<file path="src/rtl/instr_sequencer.sv">
// Program-counter / IR / step-counter front end for control_unit.
// Fetches from a synchronous ROM, counts execution steps and halts after LAST_ADDR.
module instr_sequencer #(
  parameter int IR_W      = 9,
  parameter int ADDR_W    = 5,
  parameter int LAST_ADDR = 31
) (
  input  logic              clock,
  input  logic              resetn,
  input  logic              run,
  input  logic              IRin,
  input  logic              done,
  input  logic              clear,
  input  logic [IR_W-1:0]   mem_data,
  output logic [ADDR_W-1:0] mem_addr,
  output logic [IR_W-1:0]   IR,
  output logic [1:0]        counter,
  output logic              busy,
  output logic              halted,
  output logic              stall_err
);

  typedef enum logic [1:0] {
    IDLE  = 2'b00,
    FETCH = 2'b01,
    EXEC  = 2'b10,
    HALT  = 2'b11
  } state_t;

  localparam logic [ADDR_W-1:0] LP_LAST = ADDR_W'(LAST_ADDR);

  state_t            r_state;
  logic [ADDR_W-1:0] r_pc;
  logic [IR_W-1:0]   r_ir;
  logic [1:0]        r_counter;
  logic              r_stall_err;

  state_t            w_state_nxt;
  logic [ADDR_W-1:0] w_pc_nxt;
  logic [IR_W-1:0]   w_ir_nxt;
  logic [1:0]        w_counter_nxt;
  logic              w_stall_set;

  always_ff @(posedge clock or negedge resetn) begin
    if (!resetn) begin
      r_state     <= IDLE;
      r_pc        <= '0;
      r_ir        <= '0;
      r_counter   <= 2'd0;
      r_stall_err <= 1'b0;
    end else begin
      r_state     <= w_state_nxt;
      r_pc        <= w_pc_nxt;
      r_ir        <= w_ir_nxt;
      r_counter   <= w_counter_nxt;
      r_stall_err <= r_stall_err | w_stall_set;
    end
  end

  always_comb begin
    w_state_nxt   = r_state;
    w_pc_nxt      = r_pc;
    w_ir_nxt      = r_ir;
    w_counter_nxt = r_counter;
    // A stalled step is flagged regardless of a simultaneous flush.
    w_stall_set   = (r_state == EXEC) && (r_counter == 2'd3) && !done;

    if (IRin && (r_state != IDLE)) begin
      w_ir_nxt = mem_data;
    end

    case (r_state)
      IDLE: begin
        w_counter_nxt = 2'd0;
        if (run) begin
          w_state_nxt = FETCH;
        end
      end
      FETCH: begin
        w_counter_nxt = 2'd0;
        w_state_nxt   = EXEC;
      end
      EXEC: begin
        if (done) begin
          w_counter_nxt = 2'd0;
          if (r_pc == LP_LAST) begin
            w_state_nxt = HALT;
          end else begin
            w_pc_nxt    = r_pc + ADDR_W'(1);
            w_state_nxt = run ? FETCH : IDLE;
          end
        end else if (r_counter != 2'd3) begin
          w_counter_nxt = r_counter + 2'd1;
        end
      end
      HALT: begin
        w_counter_nxt = 2'd0;
        if (!run) begin
          w_state_nxt = IDLE;
          w_pc_nxt    = '0;
        end
      end
      default: begin
        w_state_nxt   = IDLE;
        w_counter_nxt = 2'd0;
      end
    endcase

    // Flush overrides every other update in the same cycle.
    if (clear) begin
      w_state_nxt   = IDLE;
      w_counter_nxt = 2'd0;
      w_pc_nxt      = '0;
      w_ir_nxt      = '0;
    end
  end

  assign mem_addr  = r_pc;
  assign IR        = r_ir;
  assign counter   = r_counter;
  assign busy      = (r_state != IDLE);
  assign halted    = (r_state == HALT);
  assign stall_err = r_stall_err;

endmodule

</file>
<file path="config.mk">
export PLATFORM = sky130hd
export DESIGN_NAME = instr_sequencer
export DESIGN_NICKNAME = d
export VERILOG_FILES = /design/src/rtl/instr_sequencer.sv
export SDC_FILE = /design/constraint.sdc
export NUM_CORES = 1
export LEC_CHECK = 0
export BUFFER_PORTS_ARGS = -buffer_cell sky130_fd_sc_hd__buf_2
export CAP_MARGIN = 20
export CELL_PAD_IN_SITES_DETAIL_PLACEMENT = 1
export CELL_PAD_IN_SITES_GLOBAL_PLACEMENT = 2
export CORE_UTILIZATION = 31
export DETAILED_ROUTE_END_ITERATION = 10
export HOLD_SLACK_MARGIN = 0.05
export PLACE_DENSITY_LB_ADDON = 0.1
export SKIP_CTS_REPAIR_TIMING = 1
export SYNTH_ARGS = -nofsm -noshare
export SYNTH_HDL_FRONTEND = slang
export SYNTH_SLANG_ARGS = --single-unit
export TNS_END_PERCENT = 10
</file>
<file path="constraint.sdc">
create_clock -name clock -period 2.9 [get_ports clock]
set_input_delay 0.145 -clock clock [delete_from_list [all_inputs] [get_ports clock]]
set_output_delay 0.145 -clock clock [all_outputs]
set_load 0.005 [all_outputs]
</file>
# After elaboration in Yosys (flattened, before gate mapping)
# Index checks and enable logic that the tools add are counted.
# op_classes
n_addsub,2
n_mul,0
n_div,0
order_cmp,0
eq_ne,11
shift,0
muxes,18
bitwise_logic,1
n_reduce_logical,11
# ops
cell,count
5-bit 2-to-1 mux,4
9-bit 2-to-1 mux,2
2-bit 2-to-1 mux,8
"3-bit != test, second input constant",4
5-bit case mux with 2 select lines,1
2-bit case mux with 4 select lines,1
"2-bit equality test, second input constant",3
"5-bit by 1-bit adder with 5-bit output, second input constant",1
"5-bit equality test, second input constant",1
"4-bit by 3-bit != test with 1-bit output, second input constant",1
2-bit case mux with 2 select lines,1
4-bit AND reduction,1
2-bit nonzero test,2
1-bit logical AND,3
3-bit AND reduction,1
3-bit nonzero test,1
3-bit OR reduction,1
"2-bit by 1-bit adder with 2-bit output, second input constant",1
"2-bit by 1-bit equality test with 1-bit output, second input constant",1
2-bit zero test,1
"2-bit != test, second input constant",1
1-bit zero test,1
1-bit 2-to-1 mux,1
1-bit bitwise OR,1
# word_totals
register_bits,19
latchBits,0
ram_bits,0
romBits,0
input_bits,15
output_inout_bits,19
elab_cells,48
n_memories,0

# Depth between registers and ports, before layout
# Gate-level depths: netlist of the first run.
# depth
ltp_word,5
ltp_mapped,6
mapped_depth_nobuf,6

# Worst setup path before layout of the first run
# Ideal clock, no wire load.
# synth_path
kind,reg-to-reg
startpoint,reg r_pc[0] (netlist: mem_addr[0])
endpoint,reg r_pc[3] (netlist: mem_addr[3])
setup_time_ps,99
arrival_ps,1703
required_ps,2801
setup_slack_ps,1098
stages_incl_launch_ff,7
path_buffers,0
synth_period_minus_slack_ps,1802
cell_sequence,dfrtp_1 ha_1 and3_1 ha_1 and4bb_4 a41oi_1 a311oi_1
# synth_between
elab_chain_len,5
word_cells_on_any_way,8
classes_between,1 x add/sub; 2 x eq/ne; 4 x mux; 1 x reduce/logical
# synth_rtl
element,line_no,text
from (decl),33,logic [ADDR_W-1:0] r_pc;
from (signal assigned),53,r_pc <= w_pc_nxt;
5-bit by 1-bit adder with 5-bit output,89,w_pc_nxt = r_pc + ADDR_W'(1);
5-bit 2-to-1 mux,86,if (r_pc == LP_LAST) begin
5-bit 2-to-1 mux,84,if (done) begin
5-bit case mux with 2 select lines,72,case (r_state)
5-bit 2-to-1 mux,110,if (clear) begin
# Parallel ways exist; a longest one is shown, timed or not. The select of a mux whose other input is x is not followed.
# A chain may end at the register's enable or synchronous reset.

# Final worst setup path of the first run
# Same ends and word-level chain as after synthesis.

==> results list, run 1 <==
* First-pass GRT wire length: 3.512 mm
- Shortest clock period the worst path allows after layout: 1.957 ns
* Initial core utilization: 33.27%
- Clock Tree Buf Depth: 2
- Via count of the first global-routing pass: 776
- For this run, the register share of the synthesized area comes to 50.94%.
* Cell taking the most area after synthesis: sky130_fd_sc_hd__dfrtp_1
* Ratio of cells with drive above 1 in the final layout: 31.71%
- Grouping stages by cell kind, the critical path spends the most delay in simple AND/OR/NAND/NOR gates.
* Pre-CTS setup slack: 0.9532 ns
- For the worst setup path, the data arrival time is 2.16 ns.
- Number of pins with negative max-slew slack in the final report: 0
* Die Y-Extent: 56.87 µm
* Cell count after placement: 149
* CP dominant cell by count: sky130_fd_sc_hd__ha_1
- The final route contains 800 vias.
- For the worst-skew pair, the clock arrives at the later sink with an insertion delay of 0.29 ns.
* Post-route antenna net violation count: 0
- Global-route met3 utilization: 2.535%
* Synth-to-layout area growth: 23.19%
- Total DRC errors in the routed layout: 8
- In this run the worst hold path is classified as in2reg.
* Reg-to-reg startpoint: mem_addr[0]
* Cell with the most instances after synthesis: sky130_fd_sc_hd__dfrtp_1
- The initial antenna violation count was 0.
- After filler insertion, the fill cell instance count of the layout stands at 340.
* Worst clock skew: 0.002526 ns
- Clock tree synthesis found a total of 19 sinks.
* Count of final setup violators: 0
- After floorplanning, the core was divided into 19 placement rows.
* Most area-consuming cells after synthesis: sky130_fd_sc_hd__dfrtp_1 (51%), sky130_fd_sc_hd__mux2i_1 (11%), sky130_fd_sc_hd__nor2_1 (4.4%)
- Slowest Stage Delay on Critical Path: 0.45 ns
- Maximum fanout encountered on the critical timing path: 6
- The count of buffers added on input and output ports is 33.
- Post-Synthesis Cell Area: 933.4 µm²
- The worst path uses 67.50% of the clock period.
- Synthesis warning total: 0
- Slack of the critical path: 0.9426 ns
* Transition at the pin with the smallest max-transition slack: 0.4367 ns
* Placed wire-length estimate: 1.550 mm
- The worst setup path is of the reg2reg kind.
* WL final: 2.139 mm
- In this run, synthesis produced a sequential element count of 19.
* All-layer global routing usage: 14.36%
- Synth async-reset ratio: 100.0%
* Maximum vdd ir drop: 139.8 µV
- Non-Filler Instances: 154
- The startpoint identified for the worst hold timing path is mem_data[1].
- The analysis attributes to cell leakage a power of 0.6677 nW.
* Count of buffer and inverter cells on the critical path: 0
- Area share of the largest cell type after synthesis: 50.94%
- Reg2reg setup slack: 0.94 ns
- Clock tree synthesis inserted a total of 3 buffers.
- Ratio of total power to cell area: 412.3 nW/µm²
- Core box area: 2805 µm²
- Once layout is complete, the utilization of the core stands at 40.99%.
* Outcome: complete, but fails checks
* Total negative slack: 0 ns
- The number of cells on the worst reg-to-reg path is 6.
- In this run the count of I/O pins placed on the die edge is 34.
- R2R Path End: mem_addr[3]
* Violations in the final reports: design-rule violations
- The tree is rooted in a sky130_fd_sc_hd__clkbuf_4.
- Met2 layer usage reported by global route: 24.32%
- CP required: 3.10 ns
* Number of max-cap violations: 0
* Iter 0 DRT Violations: 31
- Sum of overflow across all layers after global routing: 0
* Average cell area after synthesis: 10.49 µm²
* Detail-routed net length per standard cell: 13.89 µm
- The global routing stage identified its most utilized layer as met2.
- In this run the worst setup path begins at mem_addr[0].
- Max-slew headroom at the worst pin: 70.89%
- Chip width: 56.87 µm
* Count of TritonRoute iterations in the first routing pass: 7
* Post-synthesis cell type count: 26
* RSZ-0062 raised after global routing: false
- STA classifies the critical path endpoint as a flop.
- Count of flip-flops with a built-in enable after synthesis: 0
- For hold timing, the worst endpoint is IR[1].
- Post-synth net total: 107
- TritonCTS built the clock tree.
* Critical Path Slowest Stage Cell: sky130_fd_sc_hd__dfrtp_1
- In this run the number of H-tree levels came out at 1.
- Die footprint: 3234 µm²
- Cells after synthesis: 89
- Clock slew at the register clock pins of the worst setup and hold paths: 0.11 ns
- The final count of hold timing violations came to 0.
- Met1 Track Usage GR: 17.39%
- The net count of the finished layout is 142.
- Worst-path cell chain: ha_1 > and3_1 > ha_1 > and4bb_4 > a41oi_1 > a311oi_1
* Most common flop cell mapped by yosys: sky130_fd_sc_hd__dfrtp_1
- The repair_antennas step left the layout with diodes totalling 0.
- STA classifies the critical path startpoint as a flop.
* Final weighted congestion in routability-driven placement: 0.7559
- Most frequent cells after synthesis: sky130_fd_sc_hd__dfrtp_1 (19), sky130_fd_sc_hd__nor2_1 (11), sky130_fd_sc_hd__mux2i_1 (10)
- Entering global routing, the biggest net connects 20 pins.
- In the routed layout, each cell is associated on average with a via count of 5.195.
- Along the worst hold path, the cell count comes to 3.
- Highest Clock Rate: 0.5109 GHz
## cell usage in the layout (no fill, tap or decap), drive strengths merged, types with 2 or more instances in the layout
cell type,instances
nand2,2
nor2,11
nand3,8
dfrtp,19
nand2b,3
a21oi,8
o21ai,4
nor4,2
ha,3
buf,34
mux2i,10
clkbuf,4
inv,3
## metrics by stage
stage | hold WS [ns] | cell area (µm²) | power, W
2_1_floorplan | -0.1506 | 933.4 | 0.0003180
3_3_place_gp | 0.1133 | 1114 | 0.0003452
3_5_place_dp | 0.1195 | 1114 | 0.0003462
4_1_cts | -0.2142 | 1140 | 0.0004841
5_1_grt | 0.07897 | 1150 | 0.0005061
6_report | 0.08089 | 1150 | 0.0004741
## how the worst max path moves through the flow
stage / cells after the start / end / slack (ns)
final: 6 / mem_addr[3] / 0.94
after global routing: 6 / mem_addr[3] / 0.80
after CTS: 6 / mem_addr[3] / 0.92
after detailed placement: 6 / mem_addr[3] / 0.95
after global placement: 6 / mem_addr[3] / 1.02
after floorplan: 6 / mem_addr[3] / 1.10
## where the power goes
| part | internal [W] | total, W | switching [W] |
|---|---|---|---|
| combinational | 0.0000286 | 0.0000598 | 0.0000313 |
| clock | 0.0000535 | 0.000134 | 0.0000802 |
| sequential | 0.000273 | 0.000281 | 0.00000784 |
## worst reg2reg max path, delay by kind of cell, from the launching register on
kind	cells	cell delay [ns]
compound gates	2	0.37
fa+ha+maj	2	0.47
flops	1	0.45
simple gates	2	0.58
## final cells by class
type                    count  area, µm²  share of cell area (%)
flip-flops and latches     19      475.5                   41.35
multi-input cells          62      415.4                   36.13
repair buffers             35      182.7                   15.89
well taps                  31      38.79                   3.373
clock buffers               4      26.28                   2.285
inverters                   3      11.26                  0.9793
## per-layer routing
metal,vias to the layer above,share of wire [%]
li1,380,-
met1,394,45
met2,22,49
met3,4,4.7
met4,0,1.2
met5,-,0
## cells by family after synthesis
group,Yosys count,share of synthesized area (%)
AO/OA/AOI/OAI,17,10.86
adder cells (fa/ha/maj),3,4.022
AND/OR/NAND/NOR,31,17.96
multiplexers,10,10.72
XOR/XNOR,1,0.9385
buffers and inverters,8,4.556
flip-flops,19,50.94
## sequential cells by signal, summed over array words and instances (netlist names)
name,count
counter,2
IR,9
r_state,2
mem_addr,5
stall_err,1
(Power assumes the default switching activity.)
==> run 2: changes to the inputs <==
--- a/config.mk
+++ b/config.mk
@@ -9,7 +9,7 @@
 export CAP_MARGIN = 20
 export CELL_PAD_IN_SITES_DETAIL_PLACEMENT = 1
 export CELL_PAD_IN_SITES_GLOBAL_PLACEMENT = 2
-export CORE_UTILIZATION = 31
+export CORE_UTILIZATION = 28
 export DETAILED_ROUTE_END_ITERATION = 10
 export HOLD_SLACK_MARGIN = 0.05
 export PLACE_DENSITY_LB_ADDON = 0.1
==> constraint.sdc (replaced) <==
create_clock -name clock -period 1.89 [get_ports clock]
set_input_delay 0.0945 -clock clock [delete_from_list [all_inputs] [get_ports clock]]
set_output_delay 0.0945 -clock clock [all_outputs]
set_load 0.005 [all_outputs]
==> results list, run 2 (same netlist as run 1, synthesis figures left out) <==
- Outcome: finished clean
- Initial core utilization: 30.08%
* Slack of the critical path: 0.07452 ns
- Port buffering added 33 buffers.
* RSZ-0062 raised after global routing: true
- Net switching is 27.17% of the power.
- Setup violations remaining at the end of the flow were counted as 0.
- Detail-routed net length per standard cell: 12.92 µm
- The worst path in the final design needs a cycle of 1.815 ns, including I/O delays and setup.
- Compared with the post-synthesis result, the final layout area differs by 38.61%.
* NetSw: 0.0002079 W
- The tool flagged a number of max-cap violations equal to 0.
* Flip-flop count of the largest register after layout: 9
- Pre-CTS setup slack: 0.04541 ns
- The signal on the critical path passes through ha_1 > and3_1 > ha_1 > and4bb_4 > buf_4 > nand3_1 > a21oi_1.
- The clock arrives with 0.009367 ns of skew.
* Post-route antenna net violation count: 0
* Reg-to-reg startpoint: mem_addr[0]
* Total power consumption of the routed design: 0.0007652 W
- Maximum vdd ir drop: 408.6 µV
* Power share of the sequential group: 56.3%
* Ratio of final minimum period to clock period: 96.06%
- The number of cells on the worst reg-to-reg path is 7.
- Cell Int Power: 0.0005573 W
- R2R Path End: mem_addr[1]
- Iter 0 DRT Violations: 13
- Critical path start-end classification: reg2reg
* Sum of overflow across all layers after global routing: 0
* Hold crit path type: in2reg
- At the worst endpoint, the required time is 2.14 ns.
* Root Driver: sky130_fd_sc_hd__clkbuf_4
- Entering global routing, the biggest net connects 20 pins.
- The floorplan step set the die width to 59.74 µm.
- CP dominant cell by count: sky130_fd_sc_hd__ha_1
* Clock Tree Buf Depth: 2
- First-pass GRT wire length: 3.608 mm
* Number of antenna diodes: 0
* Placed wire-length estimate: 1.588 mm
- The multi-input combinational cells in the finished layout cover a total of 431.7 µm².
- Leaving out fill and tap cells, the most frequent cell in the layout is sky130_fd_sc_hd__buf_2.
* Ports: 34
- CTS built an H-tree with a depth of 1.
* Count of TritonRoute iterations in the first routing pass: 4
- Share of total power in combinational logic: 14.6%
- The layout has 380 filler cells.
* Maximum fanout encountered on the critical timing path: 4
* Die footprint: 3568 µm²
* Inserted Clock Buffers: 3
- Number of rows created at floorplan: 20
- Category of the worst setup path capture point: flop
- Highest Clock Rate: 0.5508 GHz
* Transition at the pin with the smallest max-transition slack: 0.4292 ns
* Max-slew headroom at the worst pin: 71.39%
- The tree built by TritonCTS fans out to 19 sinks.
- Final weighted congestion in routability-driven placement: 0.8117
* Number of pins with negative max-slew slack in the final report: 0
- The worst setup path is launched from a flop.
- The number of global-route vias before repair is 761.
- After detailed routing, the number of vias per cell comes to 4.693.
- Total number of vias: 840
- The clock reaches the later pin of the worst-skew pair after 0.31 ns.
- For this design the static power due to leakage is 0.7265 nW.
- Sequential cell area: 475.5 µm²
* Critical Path Slowest Stage Cell: sky130_fd_sc_hd__dfrtp_1
- Slowest Stage Delay on Critical Path: 0.40 ns
* Capturing instance or port of the critical path: mem_addr[1]
- The setup check on the worst reg-to-reg path leaves a slack of 0.07 ns.
* Total DRC errors in the routed layout: 0
- Ratio of total power to cell area: 591.4 nW/µm²
- Start point of the critical path: mem_addr[0]
* Number of hold violations in the final report: 0
- Of the cells placed in the final design, the portion with a size suffix greater than 1 is 33.33%.
* Clock slew at the register clock pins of the worst setup and hold paths: 0.12 ns
- Of the total power, the clock network draws 29.1%.
- The total area inside the core boundary comes to 3103 µm².
- For this run, the total global-route usage over all layers was measured as 13.89%.
- The library cells used most frequently in the layout, excluding fill and tap cells, are sky130_fd_sc_hd__buf_2 (33), sky130_fd_sc_hd__dfrtp_1 (19), sky130_fd_sc_hd__nor2_1 (11).
* Number of antenna violations at the first check in global routing: 0
- WL final: 2.312 mm
- STA puts the critical path data arrival time at 2.06 ns.
* CTS tree: yes
- Measured along the y axis, the die boundary spans 59.74 µm.
* Fin nets: 154
run 2: changes by cell type in the layout (fill, tap and decap cells not counted):
cell / change
sky130_fd_sc_hd__clkbuf_1: -1
sky130_fd_sc_hd__dlygate4sd3_1: +8
sky130_fd_sc_hd__nand4bb_1: -1
sky130_fd_sc_hd__buf_4: +4
sky130_fd_sc_hd__clkinv_2: +1
sky130_fd_sc_hd__nand4bb_4: +1
run 2: layer usage:
layer	wire [µm]	track usage, %	up-vias
li1	-	-	410
met1	1170	19.81	402
met2	1016	19.52	24
met3	101	3.896	4
met4	23	5.980	0
met5	0	0	-
run 2: worst min-delay path by stage:
stage | endpoint | cells past startpoint | from
after floorplan | IR[0] | 0 | resetn
after global placement | stall_err | 1 | resetn
after detailed placement | stall_err | 1 | resetn
after CTS | r_state[1] | 1 | resetn
after global routing | IR[5] | 3 | mem_data[5]
final | IR[5] | 3 | mem_data[5]
run 2: critical path, delay by kind of cell, from the launching register on:
| kind | cells | cell delay [ns] |
|---|---|---|
| buffers and inverters | 1 | 0.13 |
| DFF | 1 | 0.40 |
| AOI/OAI and AO/OA | 1 | 0.16 |
| and+or+nand+nor | 3 | 0.61 |
| adders and majority gates | 2 | 0.45 |
run 2: layout make-up:
type,instances,area share [%]
Tap cell,44,4.255
Multi-Input combinational cell,62,33.37
Clock inverter,1,0.3868
Clock buffer,3,1.741
Timing Repair Buffer,47,22.63
Sequential cell,19,36.75
Inverter,3,0.8704
run 2: stage by stage:
stage,hold slack [ns],std cells,TNS (ns),util [%],area (µm²)
6_report,0.02611,179,0,41.69,1294
5_1_grt,0.05399,179,-0.001556,41.69,1294
4_1_cts,-0.3023,170,0,38.27,1187
3_5_place_dp,0.07314,166,0,37.38,1160
3_3_place_gp,0.06964,166,0,37.38,1160
2_1_floorplan,-0.2011,89,0,-,933.4
run 2: power by group through the flow:
stage               registers, W  logic (W)  clock network (W)
floorplan               0.000434  0.0000535                  0
global placement        0.000438  0.0000967                  0
detailed placement      0.000439  0.0000974                  0
CTS                     0.000431  0.0000976           0.000243
global route            0.000434   0.000126           0.000250
finish                  0.000431   0.000112           0.000222
